**src/rtl/cv32e40s_lsu_resp_tracker.sv**
```systemverilog
// In-order LSU transfer tracker: counts outstanding OBI transfers, gives bufferable
// stores an early core response and logs their bus errors as a sticky imprecise error.
module cv32e40s_lsu_resp_tracker #(
    parameter int DEPTH = 2,
    parameter int TAG_W = 4,
    parameter int CNT_W = $clog2(DEPTH + 1)
) (
    input  logic             clk,
    input  logic             rst_n,
    input  logic             valid_i,
    input  logic             we_i,
    input  logic             bufferable_i,
    input  logic [TAG_W-1:0] tag_i,
    output logic             ready_o,
    output logic             valid_o,
    input  logic             ready_i,
    input  logic             resp_valid_i,
    input  logic             resp_err_i,
    output logic             resp_valid_o,
    output logic             resp_err_o,
    output logic [TAG_W-1:0] resp_tag_o,
    output logic             resp_store_o,
    output logic             imp_err_o,
    output logic [TAG_W-1:0] imp_err_tag_o,
    input  logic             imp_err_clr_i,
    output logic             busy_o,
    output logic [CNT_W-1:0] bus_cnt_o,
    output logic [CNT_W-1:0] core_cnt_o
);

    localparam int PTR_W = (DEPTH > 1) ? $clog2(DEPTH) : 1;
    localparam logic [PTR_W-1:0] PTR_MAX = PTR_W'(DEPTH - 1);
    localparam logic [CNT_W-1:0] CNT_MAX = CNT_W'(DEPTH);

    logic [DEPTH-1:0] early_q, early_d;
    logic [DEPTH-1:0] store_q, store_d;
    logic [TAG_W-1:0] tag_q [DEPTH];
    logic [TAG_W-1:0] tag_d [DEPTH];
    logic [PTR_W-1:0] wr_ptr_q, wr_ptr_d;
    logic [PTR_W-1:0] bus_ptr_q, bus_ptr_d;
    logic [PTR_W-1:0] core_ptr_q, core_ptr_d;
    logic [CNT_W-1:0] bus_cnt_q, bus_cnt_d;
    logic [CNT_W-1:0] core_cnt_q, core_cnt_d;
    logic             imp_err_q, imp_err_d;
    logic [TAG_W-1:0] imp_err_tag_q, imp_err_tag_d;

    logic not_full, alloc, bus_ret, core_vld, head_early, new_imp_err;

    function automatic logic [PTR_W-1:0] ptr_inc(input logic [PTR_W-1:0] p);
        return (p == PTR_MAX) ? '0 : p + PTR_W'(1);
    endfunction

    assign not_full   = bus_cnt_q < CNT_MAX;
    assign ready_o    = ready_i & not_full;
    assign valid_o    = valid_i & not_full;
    assign alloc      = valid_o & ready_i;
    assign bus_ret    = resp_valid_i & (bus_cnt_q != '0);
    assign core_vld   = core_cnt_q != '0;
    assign head_early = early_q[core_ptr_q];

    // A non-early head may only take the bus response once every earlier early
    // entry has drained on the bus, i.e. core head and bus head coincide.
    assign resp_valid_o = core_vld &
                          (head_early | (resp_valid_i & (bus_cnt_q == core_cnt_q)));
    assign resp_err_o   = core_vld & ~head_early & resp_err_i;
    assign resp_tag_o   = tag_q[core_ptr_q];
    assign resp_store_o = store_q[core_ptr_q];

    assign new_imp_err   = bus_ret & early_q[bus_ptr_q] & resp_err_i;
    assign imp_err_o     = imp_err_q;
    assign imp_err_tag_o = imp_err_tag_q;
    assign busy_o        = (bus_cnt_q != '0) | valid_i;
    assign bus_cnt_o     = bus_cnt_q;
    assign core_cnt_o    = core_cnt_q;

    always_comb begin
        early_d       = early_q;
        store_d       = store_q;
        tag_d         = tag_q;
        wr_ptr_d      = wr_ptr_q;
        bus_ptr_d     = bus_ptr_q;
        core_ptr_d    = core_ptr_q;
        bus_cnt_d     = bus_cnt_q;
        core_cnt_d    = core_cnt_q;
        imp_err_d     = imp_err_q;
        imp_err_tag_d = imp_err_tag_q;

        if (alloc) begin
            early_d[wr_ptr_q] = we_i & bufferable_i;
            store_d[wr_ptr_q] = we_i;
            tag_d[wr_ptr_q]   = tag_i;
            wr_ptr_d          = ptr_inc(wr_ptr_q);
        end
        if (bus_ret) bus_ptr_d = ptr_inc(bus_ptr_q);
        if (resp_valid_o) core_ptr_d = ptr_inc(core_ptr_q);

        case ({alloc, bus_ret})
            2'b10:   bus_cnt_d = bus_cnt_q + CNT_W'(1);
            2'b01:   bus_cnt_d = bus_cnt_q - CNT_W'(1);
            default: bus_cnt_d = bus_cnt_q;
        endcase
        case ({alloc, resp_valid_o})
            2'b10:   core_cnt_d = core_cnt_q + CNT_W'(1);
            2'b01:   core_cnt_d = core_cnt_q - CNT_W'(1);
            default: core_cnt_d = core_cnt_q;
        endcase

        // First error is kept; a clear in the same cycle lets the new error in.
        if (new_imp_err && (!imp_err_q || imp_err_clr_i)) begin
            imp_err_d     = 1'b1;
            imp_err_tag_d = tag_q[bus_ptr_q];
        end else if (imp_err_clr_i) begin
            imp_err_d = 1'b0;
        end
    end

    always_ff @(posedge clk or negedge rst_n) begin
        if (!rst_n) begin
            early_q       <= '0;
            store_q       <= '0;
            for (int i = 0; i < DEPTH; i++) tag_q[i] <= '0;
            wr_ptr_q      <= '0;
            bus_ptr_q     <= '0;
            core_ptr_q    <= '0;
            bus_cnt_q     <= '0;
            core_cnt_q    <= '0;
            imp_err_q     <= 1'b0;
            imp_err_tag_q <= '0;
        end else begin
            early_q       <= early_d;
            store_q       <= store_d;
            tag_q         <= tag_d;
            wr_ptr_q      <= wr_ptr_d;
            bus_ptr_q     <= bus_ptr_d;
            core_ptr_q    <= core_ptr_d;
            bus_cnt_q     <= bus_cnt_d;
            core_cnt_q    <= core_cnt_d;
            imp_err_q     <= imp_err_d;
            imp_err_tag_q <= imp_err_tag_d;
        end
    end

    // Responses with nothing outstanding are dropped by the logic above.
    a_no_stray_resp: assert property (@(posedge clk) disable iff (!rst_n)
        !(resp_valid_i && (bus_cnt_q == '0)))
        else $warning("bus response with no outstanding transfer ignored");

endmodule
```
**config.mk**
```make
export PLATFORM = sky130hd
export DESIGN_NAME = cv32e40s_lsu_resp_tracker
export DESIGN_NICKNAME = d
export VERILOG_FILES = /design/src/rtl/cv32e40s_lsu_resp_tracker.sv
export SDC_FILE = /design/constraint.sdc
export NUM_CORES = 1
export LEC_CHECK = 0
export CAP_MARGIN = 5
export CORE_AREA = 3 3 82 61
export CTS_BUF_LIST = sky130_fd_sc_hd__clkbuf_4
export DETAILED_ROUTE_END_ITERATION = 8
export DIE_AREA = 0 0 85 64
export MAX_ROUTING_LAYER = met4
export SETUP_SLACK_MARGIN = 0.5
export SLEW_MARGIN = 20
export SYNTH_ARGS = -nofsm -noshare
export SYNTH_HDL_FRONTEND = slang
export SYNTH_SLANG_ARGS = --single-unit
```
**constraint.sdc**
```tcl
create_clock -name clk -period 2.3 [get_ports clk]
set_input_delay 0.69 -clock clk [delete_from_list [all_inputs] [get_ports clk]]
set_output_delay 0.69 -clock clk [all_outputs]
set_load 0.01 [all_outputs]
```
==> reports/qor.csv <==
metric,value,unit
ir_drop,0.623,mV
finClkSkew,0.00471,ns
cp_num_buf_inv,1,
ys_dominant_reg_cell,dfrtp_1,
start_util,29.2,%
synth_top_area_share,48.0,%
grt_pass1_wl,5150,µm
cts_max_path_buffers,2,
powerDensity,1510,mW/mm²
num_antenna_cells,0,
synth_cell_type_count,31,
clock_sinks,24,
leakagePower,0.000882,µW
slew_violations,0,
criticalPathCategory,reg -> out,
hold_viol,0,
crit_required,1.61,ns
synth_edf_count,0,
async_flop_share,100,%
rsz0062_at_grt,true,
wl_per_cell,15.3,µm
row_count,20,
drtIter0Drc,99,
drive_above_1_share,52.3,%
synth_most_common_cell,dfrtp_1,
synth_seq_cells,24,
ant_nets,0,
fin_util,44.9,%
worst_pin_slew,0.318,ns
register_area,604,µm²
grt_max_degree,25,
crit_slowest_cell,dfrtp_1,
viasPerCell,4.62,
post-synth-top-area-cell,dfrtp_1,
grt_overflow_total,0,
dieWidth,85,µm
syn-num-nets,111,
ys_warn_count,0,
cp_max_fo,3,
syn_area,0.00125,mm²
gp_congestion,0.856,
cp-end-kind,output pin,
cts_root_buffer,clkbuf_4,
nets,170,
syn_inst,96,
clk_latency,0.30,ns
dp.cells,190,
fmax,463,MHz
cts_inserted_buffers,3,
area_growth_syn_to_layout,53.4,%
antenna_found_initial,0,
die_area,0.00544,mm²
cp_top_family,flip-flops,
port_buffers,31,
fin_crit_sh,93.9,%
grt_use_total,12.4,%
clk_pin_slew,0.12,ns
max_stage_delay,0.43,ns
outcome,"complete, no violations",
hold_path_class,reg -> reg,
cp-start-kind,flop,
htreeDepth,1,
setup_viol,0,
multiInputGateArea,702,µm²
dp_hpwl,2210,µm
max_cap_violations,0,
cp_cell_sequence,mux2_4 > o22ai_2 > nor2_2 > buf_2,
cts_tree,yes,
period_needed,2.16,ns
grt_pass1_vias,1027,
n_fill_cell,398,
syn_avg_cell_area,13.0,µm²
cts_hold_buf,0,
core_area,0.00428,mm²
synthTopCellsByCount,"dfrtp_1, mux2_2, xnor2_1",
maxSlewHeadroom,78.8,%
fin_cells,208,
via_count,961,
yosys-top-cells-area,"dfrtp_1, mux2_2, xnor2_1",
yosysSeqAreaShare,48.0,%
die_h,64,µm
drc,0,
dr.pass1.iters,4,
wl,3190,µm
ios,32,
crit_arrival,1.47,ns
timing.hold.ws,0.498,ns
-- where the power goes --
part	internal, µW	total, µW	switching, µW	leakage, µW
logic	1160	1890	739	0.000579
clock network	61.1	176	115	0.0000138
registers	640	831	192	0.000288
total	1860	2900	1040	0.000882
-- routing by layer --
metal | part of all wire [%] | up-vias | track usage, %
met5 | 0 | - | -
met4 | 1.5 | 0 | 3.56
li1 | - | 466 | -
met2 | 50 | 22 | 20.2
met1 | 45 | 469 | 15.5
met3 | 4.0 | 4 | 2.71
-- sequential cells by signal, summed over array words and instances (netlist names), 2 cells and up --
register / cells
tag_q: 8
early_q: 2
core_cnt_o: 2
bus_cnt_o: 2
imp_err_tag_o: 4
store_q: 2
-- worst paths after layout --
| kind | start | to | slack, ns | cells after the start |
|---|---|---|---|---|
| min in group asynchronous | rst_n | bus_cnt_o[0]$_DFFE_PN0P_ | 0.74 | 2 |
| worst min register to register | imp_err_tag_o[0]$_DFFE_PN0P_ | imp_err_tag_o[0]$_DFFE_PN0P_ | 0.50 | 1 |
| max in group asynchronous | rst_n | core_cnt_o[0]$_DFFE_PN0P_ | 1.31 | 2 |
| worst max register to register | core_ptr_q$_DFFE_PN0P_ | core_cnt_o[1]$_DFFE_PN0P_ | 0.36 | 10 |
| worst max-delay path | core_ptr_q$_DFFE_PN0P_ | resp_valid_o | 0.14 | 4 |
| worst min-delay path | imp_err_tag_o[0]$_DFFE_PN0P_ | imp_err_tag_o[0]$_DFFE_PN0P_ | 0.50 | 1 |
-- timing repair --
item	4_1_cts	5_1_grt
setup endpoints to repair	30	13
resized for setup	90	7
pin swaps	5	3
setup buffers	13	2
-- layout make-up --
type / count / area share (%)
Timing Repair Buffer: 59 / 27.0
Multi-Input combinational cell: 66 / 36.6
Clock buffer: 3 / 1.17
Tap cell: 55 / 3.59
Inverter: 1 / 0.196
Sequential cell: 24 / 31.5
-- cell usage in the layout, fill, tap and decap left out, types with 2 or more instances in the layout --
cell type | Yosys | routed
o21ai_0 | 3 | 2
nor2_1 | 4 | 3
dfrtp_1 | 24 | 21
nand2_1 | 2 | 2
dfrtp_2 | 0 | 3
mux2_4 | 0 | 6
buf_2 | 3 | 6
mux2_2 | 20 | 14
clkdlybuf4s50_1 | 0 | 8
dlygate4sd2_1 | 0 | 9
clkbuf_4 | 0 | 3
mux2_1 | 4 | 4
buf_4 | 2 | 21
nor2b_1 | 3 | 3
buf_6 | 0 | 13
xnor2_1 | 6 | 4
xor2_1 | 3 | 3
nand2b_1 | 2 | 2
-- logic make-up (layout without fill, tap and decap cells) --
family | count (synthesis) | in the layout | share of synthesized area, %
DFF | 24 | 24 | 48.0
AOI/OAI and AO/OA | 13 | 13 | 7.80
adders and majority gates | 2 | 2 | 2.00
and+or+nand+nor | 17 | 17 | 10.5
muxes | 25 | 25 | 22.7
buffers and inverters | 6 | 63 | 2.70
xor gates and xnor gates | 9 | 9 | 6.30
-- stage by stage --
step | total power (µW) | TNS (ns) | setup WS (ns) | area (µm²)
4_1_cts | 2770 | 0 | 0.182 | 1870
3_3_place_gp | 2200 | -1.36 | -0.340 | 1700
6_report | 2900 | 0 | 0.140 | 1920
3_5_place_dp | 2260 | -1.56 | -0.386 | 1700
5_1_grt | 3070 | 0 | 0.110 | 1920
2_1_floorplan | 1620 | 0 | 0.510 | 1250
(Power assumes the default switching activity.)
